`config.mk`:
```
export PLATFORM = sky130hd
export DESIGN_NAME = pb_bus_sequencer
export DESIGN_NICKNAME = d
export VERILOG_FILES = /design/src/rtl/pb_bus_sequencer.sv
export SDC_FILE = /design/constraint.sdc
export NUM_CORES = 1
export LEC_CHECK = 0
export ABC_AREA = 0
export BUFFER_PORTS_ARGS = -buffer_cell sky130_fd_sc_hd__buf_2
export CORE_MARGIN = 2
export CORE_UTILIZATION = 51
export CTS_CLUSTER_DIAMETER = 30
export DETAILED_ROUTE_END_ITERATION = 8
export GPL_ROUTABILITY_DRIVEN = 0
export PLACE_DENSITY = 0.76
export RECOVER_POWER = 100
export SLEW_MARGIN = 20
export SYNTH_ARGS = -nofsm -noshare
export SYNTH_HDL_FRONTEND = slang
export SYNTH_SLANG_ARGS = --single-unit
```
`constraint.sdc`:
```
create_clock -name clock -period 3.15 [get_ports clock]
set_clock_uncertainty 0.15 [all_clocks]
set_input_delay 0 -clock clock [delete_from_list [all_inputs] [get_ports clock]]
set_output_delay 0 -clock clock [all_outputs]
set_load 0.005 [all_outputs]
```
`src/rtl/pb_bus_sequencer.sv`:
```
// Backplane bus sequencer: one command walks the selected boards with timed RD/WR strobes.
// Optional `PB_BROADCAST_EN enables op 3 as a single all-boards write; otherwise op 3 is rejected.
module pb_bus_sequencer #(
    parameter int CLOCK_FREQUENCY = 27000000,
    parameter int NUM_BOARDS      = 4,
    parameter int DATA_WIDTH      = 8,
    parameter int PRE_CYCLES      = 4,
    parameter int SETUP_CYCLES    = 21,
    parameter int STROBE_CYCLES   = 21,
    parameter int HOLD_CYCLES     = 2
) (
    input  logic                             clock,
    input  logic                             reset,
    input  logic                             cmd_valid,
    output logic                             cmd_ready,
    input  logic [1:0]                       cmd_op,
    input  logic [2:0]                       cmd_port,
    input  logic [NUM_BOARDS-1:0]            cmd_board_mask,
    input  logic [NUM_BOARDS*DATA_WIDTH-1:0] cmd_wdata,
    output logic                             rsp_valid,
    input  logic                             rsp_ready,
    output logic [NUM_BOARDS*DATA_WIDTH-1:0] rsp_data,
    output logic [3:0]                       rsp_count,
    output logic                             rsp_error,
    output logic [3:0]                       BOARD_X,
    output logic [2:0]                       AddressPort,
    output logic                             PB_RD,
    output logic                             PB_WR,
    output logic [DATA_WIDTH-1:0]            Data_Out_Port,
    input  logic [DATA_WIDTH-1:0]            Data_In_Port,
    output logic                             data_dir
);

    localparam int CNT_W = 16;
    localparam logic [1:0] OP_WRITE = 2'd0;
    localparam logic [1:0] OP_READ  = 2'd1;
    localparam logic [1:0] OP_ADDR  = 2'd2;
    localparam logic [1:0] OP_BCAST = 2'd3;

    typedef enum logic [2:0] {
        S_IDLE, S_PRE, S_SETUP, S_STROBE, S_HOLD, S_NEXT, S_RESPOND
    } state_t;

    state_t                            state_q;
    logic [CNT_W-1:0]                  cnt_q;
    logic [1:0]                        op_q;
    logic                              bcast_q;
    logic                              err_q;
    logic [2:0]                        port_q;
    logic [NUM_BOARDS-1:0]             rem_q;
    logic [NUM_BOARDS*DATA_WIDTH-1:0]  wdata_q;
    logic [3:0]                        cur_q;
    logic [3:0]                        count_q;

    logic                              cmd_ready_q;
    logic                              rsp_valid_q;
    logic [NUM_BOARDS*DATA_WIDTH-1:0]  rsp_data_q;
    logic [3:0]                        rsp_count_q;
    logic                              rsp_error_q;
    logic [3:0]                        board_x_q;
    logic [2:0]                        addr_q;
    logic                              pb_rd_q;
    logic                              pb_wr_q;
    logic [DATA_WIDTH-1:0]             dout_q;
    logic                              dir_q;

    function automatic logic [3:0] lowest_idx(input logic [NUM_BOARDS-1:0] m);
        lowest_idx = '0;
        for (int i = NUM_BOARDS - 1; i >= 0; i--) begin
            if (m[i]) lowest_idx = 4'(i);
        end
    endfunction

    function automatic logic [3:0] popcount(input logic [NUM_BOARDS-1:0] m);
        popcount = '0;
        for (int i = 0; i < NUM_BOARDS; i++) begin
            popcount = popcount + {3'b000, m[i]};
        end
    endfunction

    logic                   accept_w;
    logic                   capture_w;
    logic                   drive_w;
    logic [3:0]             nxt_idx_w;
    logic [3:0]             nxt_board_w;
    logic [DATA_WIDTH-1:0]  nxt_lane_w;
    logic [NUM_BOARDS-1:0]  rem_clr_w;

    assign accept_w    = (state_q == S_IDLE) && cmd_valid && cmd_ready_q;
    assign capture_w   = (state_q == S_STROBE) && (cnt_q == CNT_W'(STROBE_CYCLES - 1))
                         && ((op_q == OP_READ) || (op_q == OP_ADDR)) && !bcast_q;
    assign drive_w     = (op_q == OP_WRITE) || bcast_q;
    assign nxt_idx_w   = lowest_idx(rem_q);
    assign nxt_board_w = bcast_q ? 4'hF : (nxt_idx_w + 4'd1);
    assign nxt_lane_w  = wdata_q[int'(bcast_q ? 4'd0 : nxt_idx_w) * DATA_WIDTH +: DATA_WIDTH];
    assign rem_clr_w   = rem_q & (rem_q - NUM_BOARDS'(1));

    // Per-board capture lanes; unselected lanes stay at the zero loaded on acceptance.
    logic [DATA_WIDTH-1:0]            cap_q [NUM_BOARDS];
    logic [NUM_BOARDS*DATA_WIDTH-1:0] cap_flat_w;

    for (genvar gi = 0; gi < NUM_BOARDS; gi++) begin : g_lane
        always_ff @(posedge clock) begin
            if (reset || accept_w) begin
                cap_q[gi] <= '0;
            end else if (capture_w && (cur_q == 4'(gi))) begin
                cap_q[gi] <= Data_In_Port;
            end
        end
        assign cap_flat_w[gi*DATA_WIDTH +: DATA_WIDTH] = cap_q[gi];
    end

    always_ff @(posedge clock) begin
        if (reset) begin
            state_q     <= S_IDLE;
            cnt_q       <= '0;
            op_q        <= OP_WRITE;
            bcast_q     <= 1'b0;
            err_q       <= 1'b0;
            port_q      <= '0;
            rem_q       <= '0;
            wdata_q     <= '0;
            cur_q       <= '0;
            count_q     <= '0;
            cmd_ready_q <= 1'b1;
            rsp_valid_q <= 1'b0;
            rsp_data_q  <= '0;
            rsp_count_q <= '0;
            rsp_error_q <= 1'b0;
            board_x_q   <= '0;
            addr_q      <= '0;
            pb_rd_q     <= 1'b1;
            pb_wr_q     <= 1'b1;
            dout_q      <= '0;
            dir_q       <= 1'b0;
        end else begin
            case (state_q)
                S_IDLE: begin
                    if (accept_w) begin
                        cmd_ready_q <= 1'b0;
                        op_q        <= cmd_op;
                        port_q      <= cmd_port;
                        wdata_q     <= cmd_wdata;
                        cnt_q       <= '0;
                        if (cmd_op == OP_BCAST) begin
`ifdef PB_BROADCAST_EN
                            // One pass through the board loop, addressed as board 4'hF.
                            bcast_q <= 1'b1;
                            err_q   <= 1'b0;
                            rem_q   <= NUM_BOARDS'(1);
                            count_q <= 4'd1;
                            state_q <= S_PRE;
`else
                            bcast_q <= 1'b0;
                            err_q   <= 1'b1;
                            rem_q   <= '0;
                            count_q <= 4'd0;
                            state_q <= S_RESPOND;
`endif
                        end else begin
                            bcast_q <= 1'b0;
                            err_q   <= 1'b0;
                            rem_q   <= cmd_board_mask;
                            count_q <= popcount(cmd_board_mask);
                            state_q <= (cmd_board_mask == '0) ? S_RESPOND : S_PRE;
                        end
                    end
                end
                S_PRE, S_NEXT: begin
                    if ((state_q == S_PRE) && (cnt_q != CNT_W'(PRE_CYCLES - 1))) begin
                        cnt_q <= cnt_q + 1'b1;
                    end else if (rem_q != '0) begin
                        cnt_q     <= '0;
                        cur_q     <= nxt_idx_w;
                        rem_q     <= rem_clr_w;
                        board_x_q <= nxt_board_w;
                        addr_q    <= port_q;
                        dir_q     <= drive_w;
                        if (drive_w) dout_q <= nxt_lane_w;
                        state_q   <= S_SETUP;
                    end else begin
                        state_q <= S_RESPOND;
                    end
                end
                S_SETUP: begin
                    if (cnt_q == CNT_W'(SETUP_CYCLES - 1)) begin
                        cnt_q   <= '0;
                        pb_wr_q <= !(drive_w || (op_q == OP_ADDR));
                        pb_rd_q <= !(!bcast_q && ((op_q == OP_READ) || (op_q == OP_ADDR)));
                        state_q <= S_STROBE;
                    end else begin
                        cnt_q <= cnt_q + 1'b1;
                    end
                end
                S_STROBE: begin
                    if (cnt_q == CNT_W'(STROBE_CYCLES - 1)) begin
                        cnt_q   <= '0;
                        pb_wr_q <= 1'b1;
                        pb_rd_q <= 1'b1;
                        state_q <= S_HOLD;
                    end else begin
                        cnt_q <= cnt_q + 1'b1;
                    end
                end
                S_HOLD: begin
                    if (cnt_q == CNT_W'(HOLD_CYCLES - 1)) begin
                        cnt_q     <= '0;
                        board_x_q <= '0;
                        dir_q     <= 1'b0;
                        state_q   <= S_NEXT;
                    end else begin
                        cnt_q <= cnt_q + 1'b1;
                    end
                end
                S_RESPOND: begin
                    // First cycle loads the response; it is then frozen until consumed.
                    if (!rsp_valid_q) begin
                        rsp_valid_q <= 1'b1;
                        rsp_data_q  <= cap_flat_w;
                        rsp_count_q <= count_q;
                        rsp_error_q <= err_q;
                    end else if (rsp_ready) begin
                        rsp_valid_q <= 1'b0;
                        cmd_ready_q <= 1'b1;
                        state_q     <= S_IDLE;
                    end
                end
                default: state_q <= S_IDLE;
            endcase
        end
    end

    assign cmd_ready     = cmd_ready_q;
    assign rsp_valid     = rsp_valid_q;
    assign rsp_data      = rsp_data_q;
    assign rsp_count     = rsp_count_q;
    assign rsp_error     = rsp_error_q;
    assign BOARD_X       = board_x_q;
    assign AddressPort   = addr_q;
    assign PB_RD         = pb_rd_q;
    assign PB_WR         = pb_wr_q;
    assign Data_Out_Port = dout_q;
    assign data_dir      = dir_q;

endmodule
```
==> flow_summary_export.csv, run 1 <==
group,metric,value,unit
pwr,leakage,3.06,nW
logic_synthesis,ys.warnings.count,0,
timing,final.setup.tns,0,ps
placement,placed_area,7220,um2
detailed_routing,wl,17600,um
pwr,powerDensity,705,nW/um2
clock_network,cts_tree,"done",
floorplanning,io_pins,110,
pwr,swShare,30.8,%
placement,dp_slack,482,ps
critical_path,cp_common_cell,"or4_1",
grt,grt_first_pass_wirelength,27200,um
floorplanning,die_w,117,um
detailed_routing,via_per_inst,5.47,
floorplanning,core-area,12600,um2
clock_network,cts_inserted_buffers,17,
floorplanning,start_util,52.1,%
critical_path,slowest_stage,"or4_1",
pwr,irDropWorstVdd,379,uV
floorplanning,rows,41,
critical_path,endpoint_kind,"register",
critical_path,crit_chain,"or4_1 > or4_1 > or3_4 > nor4_2 > and2_0",
critical_path,path_max_fanout,8,
logic_synthesis,ys_types,53,
detailed_routing,dr.first_iter.drc_count,590,
finish,syn_to_final_growth,27.4,%
critical_path,cp-start-kind,"register",
logic_synthesis,async_flop_share,0,%
worst_hold_path,worstHoldPathType,"input pin to register",
timing,maxSlewHeadroom,42.4,%
detailed_routing,drc,0,
critical_path,path_class,"register to register",
timing,tightest_slew,864,ps
timing,finalMaxSlewViolations,0,
detailed_routing,first_pass_iters,7,
critical_path,required,3290,ps
floorplanning,die_h,117,um
critical_path,setup.worst_path.start,"cnt_q[12]$_SDFFE_PP0P_",
clock_network,clockBufferDepth,2,
clock_network,cts.clk_slew.worst_paths,60,ps
clock_network,root_buffer,"clkbuf_16",
run_status,status,"complete, no violations",
logic_synthesis,synth_flop_cell,"dfxtp_1",
grt,grt_pass1_vias,5538,
clock_network,post_cts_buffers,0,
pwr,power.switching,1.81,mW
logic_synthesis,syn-instance-count,759,
timing,timing.fmax,340,MHz
pwr,cellInternalPower,4.07,mW
timing,grt_setup_unrepaired,"false",
logic_synthesis,synth_seq_area_share,51.7,%
logic_synthesis,avgSynthCellArea,8.62,um2
grt,grt_start_max_net_pins,69,
finish,layout_commonest_cell,"nand2_1",
grt,antenna_found_initial,0,
logic_synthesis,syn_area,6550,um2
clock_network,insertion_delay,420,ps
detailed_routing,vias,5977,
detailed_routing,antenna_left,0,
critical_path,r2r-start,"cnt_q[12]$_SDFFE_PP0P_",
critical_path,critPathMaxStageDelay,640,ps
floorplanning,die-area,13800,um2
placement,io_buffers,107,
critical_path,worst-path-buf-inv,0,
critical_path,cp_data_arrival_time,3080,ps
logic_synthesis,synth-edff-count,32,
detailed_routing,wl_per_cell,16.1,um
grt,grt_overflow_total,0,
timing,final-setup-viol-count,0,
finish,final_cell_mix,"194 x nand2_1, 121 x dfxtp_1, 100 x a21oi_1, 62 x buf_2, 56 x dlygate4sd3_1",
pwr,p_comb_share,21.6,%
timing,hold_violations,0,
grt,track_usage,25.8,%
finish,fin_area,8340,um2
timing,fin_crit_sh,93.3,%
finish,nets,970,
critical_path,crit_family,"simple AND/OR/NAND/NOR gates",
worst_hold_path,hp-start,"cmd_wdata[8]",
logic_synthesis,synth-seq-cells,153,
finish,drive_gt1_share,12.3,%
run,maxCapViolations,0,
clock_network,h-tree-depth,4,
pwr,seq_power_share,41.1,%
pwr,pwr-share-clk,37.3,%
timing,setup_ws,210,ps
placement,dp_hpwl,11000,um
finish,antenna-diode-count,0,
clock_network,clock_sinks,153,
timing,post-route-min-period,2940,ps
-- kinds of logic (layout without fill, tap and decap cells) --
group | Yosys count | count (layout) | synth area share, %
muxes | 5 | 5 | 0.765
buffers and inverters | 71 | 231 | 4.26
xor gates and xnor gates | 8 | 8 | 1.07
adders and majority gates | 10 | 10 | 2.03
DFF | 153 | 153 | 51.7
AOI/OAI and AO/OA | 179 | 179 | 16.7
other | 1 | 2 | 0.0573
and+or+nand+nor | 332 | 332 | 23.4
-- synthesized netlist by cell type (4+ instances only) --
master,instances,area (um2)
nor4_1,7,43.8
and3_1,6,37.5
a21o_1,4,30.0
a311o_1,8,80.1
nand4_1,7,43.8
dfxtp_1,121,2420
nor2_1,37,139
edfxtp_1,32,961
inv_1,21,78.8
or4_1,7,52.6
buf_2,4,20.0
a21oi_1,100,500
mux2i_1,5,50.1
and2_1,33,206
clkbuf_1,41,154
nand2_1,194,728
a211oi_1,23,173
nand3_1,14,70.1
xnor2_1,8,70.1
o21ai_0,12,60.1
nor3_1,8,40.0
o22ai_1,5,31.3
ha_1,9,113
o31ai_1,7,52.6
-- repair_timing --
item,4_1_cts,5_1_grt
resized for setup,0,1
hold buffers,56,0
hold endpoints to repair,91,0
setup endpoints to repair,0,1
-- stage by stage --
step / utilization [%] / power [mW] / hold WS [ps] / instances
after floorplan: - / 3.25 / -14.0 / 760
after global placement: 57.5 / 3.62 / 93.7 / 1004
after detailed placement: 57.5 / 3.63 / 97.3 / 1004
after CTS: 67.0 / 5.89 / 202 / 1092
after global routing: 66.4 / 6.13 / 238 / 1092
final: 66.4 / 5.88 / 212 / 1092
-- sequential cells by signal, summed over array words and instances, names as in the netlist, 2 cells and up --
register	flops
cnt_q	16
rsp_count	3
op_q	2
wdata_q	32
cur_q	2
state_q	3
AddressPort	3
count_q	3
BOARD_X	3
Data_Out_Port	8
rem_q	4
rsp_data	32
port_q	3
cap_q	32
-- layout make-up --
class                           count  area, um2
Clock inverter                     14        204
Sequential cell                   153       3380
Tap cell                          172        215
Multi-Input combinational cell    536       2900
Clock buffer                       18        429
Inverter                           23       86.3
Fill cell                        1030       4230
Timing Repair Buffer              176       1130
-- per-layer routing --
metal  vias to the layer above  GRT usage (%)  share of wire [%]
li1                       2931              -                  -
met1                      2796           33.6                 45
met2                       211           42.3                 48
met3                        39           4.79                5.2
met4                         0           10.7                2.4
met5                         -              0                  0
-- power by group through the flow --
stage	sequential [mW]	clock [mW]	combinational (mW)
CTS	2.41	2.21	1.26
detailed placement	2.45	0	1.19
global placement	2.44	0	1.18
finish	2.42	2.19	1.27
floorplan	2.37	0	0.881
global route	2.44	2.29	1.41
-- path summary, 6_finish.rpt --
kind | slack (ps) | cells past startpoint | to
worst max-delay path | 210 | 5 | cap_q[0][7]$_SDFFCE_PN0P_
worst min-delay path | 210 | 4 | wdata_q[8]$_SDFFE_PP0P_
worst max register to register | 210 | 5 | cap_q[0][7]$_SDFFCE_PN0P_
worst min register to register | 300 | 2 | rsp_data[15]$_SDFFE_PP0P_
-- worst min-delay path, stage by stage --
cell           delay, ps
dlygate4sd3_1        530
buf_2                110
nand2_1               40
a21oi_1               50
Power figures use the tool's default switching activity.
==> inputs of run 2 (changes only) <==
Settings changed: CELL_PAD_IN_SITES_DETAIL_PLACEMENT set to 1, CELL_PAD_IN_SITES_GLOBAL_PLACEMENT set to 1, CORE_UTILIZATION 51 to 38, CTS_CLUSTER_DIAMETER 30 to 120, PLACE_DENSITY 0.76 to unset, PLACE_DENSITY_LB_ADDON set to 0.1.
==> flow_summary_export.csv, run 2 (synthesized netlist as in run 1, its figures left out) <==
group,metric,value,unit
run_status,status,"complete, no violations",
pwr,power.switching,1.88,mW
grt,antenna_found_initial,0,
finish,fin_area,8390,um2
clock_network,cts.clk_slew.worst_paths,60,ps
critical_path,cp_data_arrival_time,2900,ps
pwr,pwr-share-clk,36.9,%
placement,dp_hpwl,13300,um
grt,grt_pass1_vias,6457,
pwr,p_comb_share,22.3,%
detailed_routing,first_pass_iters,4,
clock_network,post_cts_buffers,0,
clock_network,ctsHoldBuffers,53,
pwr,swShare,31.9,%
placement,io_buffers,107,
clock_network,cts_tree,"done",
critical_path,crit_family,"simple AND/OR/NAND/NOR gates",
detailed_routing,antenna_left,0,
clock_network,cts_inserted_buffers,17,
critical_path,critPathMaxStageDelay,640,ps
pwr,leakage,3.06,nW
critical_path,rr_endpoint,"cap_q[0][6]$_SDFFCE_PN0P_",
timing,maxSlewHeadroom,37.4,%
worst_hold_path,worstHoldPathType,"input pin to register",
clock_network,root_buffer,"clkbuf_16",
critical_path,endpoint_kind,"register",
floorplanning,io_pins,110,
clock_network,clock_sinks,153,
finish,multi_input_area,2900,um2
floorplanning,rows,47,
timing,timing.fmax,341,MHz
critical_path,r2r-start,"cnt_q[12]$_SDFFE_PP0P_",
finish,layout_commonest_cell,"nand2_1",
critical_path,path_class,"register to register",
timing,tightest_slew,939,ps
floorplanning,die_h,135,um
timing,hold_violations,0,
pwr,powerDensity,702,nW/um2
floorplanning,die_w,135,um
floorplanning,start_util,39.2,%
worst_hold_path,holdPathEnd,"wdata_q[11]$_SDFFE_PP0P_",
grt,grt_first_pass_wirelength,32900,um
critical_path,cp_common_cell,"or4_1",
placement,placed_area,7310,um2
grt,grt_start_max_net_pins,73,
worst_hold_path,hp-start,"cmd_wdata[11]",
clock_network,clockBufferDepth,2,
clock_network,insertion_delay,420,ps
finish,final_cell_mix,"194 x nand2_1, 121 x dfxtp_1, 100 x a21oi_1, 68 x buf_2, 53 x dlygate4sd3_1",
finish,seq_area,3380,um2
finish,nFillCells,1989,
finish,syn_to_final_growth,28.2,%
detailed_routing,via_per_inst,5.32,
pwr,seq_power_share,40.8,%
critical_path,required,3120,ps
critical_path,crit_chain,"or4_1 > or4_1 > or3_1 > o21ai_0 > clkbuf_2",
pwr,cellInternalPower,4.01,mW
critical_path,worst-path-buf-inv,1,
floorplanning,core-area,16700,um2
timing,grt_setup_unrepaired,"false",
critical_path,path_max_fanout,8,
detailed_routing,dr.first_iter.drc_count,339,
run,maxCapViolations,0,
detailed_routing,wl_per_cell,17.8,um
timing,fin_crit_sh,93.1,%
floorplanning,die-area,18300,um2
pwr,irDropWorstVdd,437,uV
timing,post-route-min-period,2930,ps
clock_network,h-tree-depth,4,
finish,drive_gt1_share,13.3,%
timing,finalMaxSlewViolations,0,
timing,final-setup-viol-count,0,
grt,track_usage,22.7,%
clock_network,cts_resized,0,
critical_path,rrSetupSlack,220,ps
finish,nets,970,
critical_path,ff2ff_path_depth,5,
timing,final.setup.tns,0,ps
detailed_routing,drc,0,
worst_hold_path,holdPathStages,4,
detailed_routing,vias,6065,
critical_path,cp-start-kind,"register",
finish,antenna-diode-count,0,
grt,grt_overflow_total,0,
critical_path,slowest_stage,"or4_1",
detailed_routing,wl,20300,um
[run 2: changes by cell type in the layout (fill, tap and decap cells not counted), moves of 3 or more]
cell           previous run  this run
dlygate4sd3_1            56        53
buf_4                     9        12
buf_2                    62        68
and2_1                   16         7
and2_0                   17        26
clkbuf_1                 46        40
[run 2: routing by layer]
| metal | GRT usage [%] | wire, um | up-vias |
|---|---|---|---|
| met5 | 0 | 0 | - |
| met1 | 28.6 | 9230 | 3000 |
| li1 | - | - | 2928 |
| met2 | 39.5 | 10200 | 108 |
| met3 | 3.63 | 551 | 29 |
| met4 | 8.16 | 363 | 0 |
[run 2: worst max-delay path by stage]
stage	from	endpoint	slack, ps	cells past startpoint
2_1_floorplan	cnt_q[12]$_SDFFE_PP0P_	cap_q[0][0]$_SDFFCE_PN0P_	160	4
3_3_place_gp	cnt_q[12]$_SDFFE_PP0P_	cap_q[0][3]$_SDFFCE_PN0P_	480	5
3_5_place_dp	cnt_q[12]$_SDFFE_PP0P_	cap_q[0][7]$_SDFFCE_PN0P_	410	5
4_1_cts	cnt_q[0]$_SDFFE_PP0P_	cnt_q[4]$_SDFFE_PP0P_	370	7
5_1_grt	cnt_q[12]$_SDFFE_PP0P_	cap_q[0][5]$_SDFFCE_PN0P_	150	5
6_report	cnt_q[12]$_SDFFE_PP0P_	cap_q[0][6]$_SDFFCE_PN0P_	220	5
[run 2: worst min-delay path: stages]
cell           delay (ps)
dlygate4sd3_1         530
buf_2                 120
nand2_1                50
a21oi_1                50
[run 2: power groups by stage]
| stage | clock (mW) | combinational [mW] | sequential (mW) |
|---|---|---|---|
| 2_1_floorplan | 0 | 0.881 | 2.37 |
| 3_3_place_gp | 0 | 1.21 | 2.43 |
| 6_report | 2.18 | 1.31 | 2.40 |
| 4_1_cts | 2.21 | 1.33 | 2.40 |
| 3_5_place_dp | 0 | 1.26 | 2.44 |
| 5_1_grt | 2.30 | 1.46 | 2.43 |
[run 2: final cells by class]
| class | count | area share (%) |
|---|---|---|
| inverters | 23 | 1.03 |
| well taps | 220 | 3.28 |
| multi-input cells | 536 | 34.5 |
| clock buffers | 18 | 5.11 |
| clock inverters | 14 | 2.33 |
| flip-flops and latches | 153 | 40.3 |
| repair buffers | 176 | 13.4 |
[run 2: per-stage QoR]
| stage | util, % | setup WS (ps) | std cells | hold WS [ps] | power, mW |
|---|---|---|---|---|---|
| after floorplan | - | 156 | 760 | -14.0 | 3.25 |
| after global placement | 43.8 | 481 | 1055 | 92.7 | 3.64 |
| after detailed placement | 43.8 | 412 | 1055 | 104 | 3.70 |
| after CTS | 50.7 | 375 | 1140 | 202 | 5.94 |
| after global routing | 50.2 | 151 | 1140 | 228 | 6.19 |
| final | 50.2 | 216 | 1140 | 220 | 5.89 |
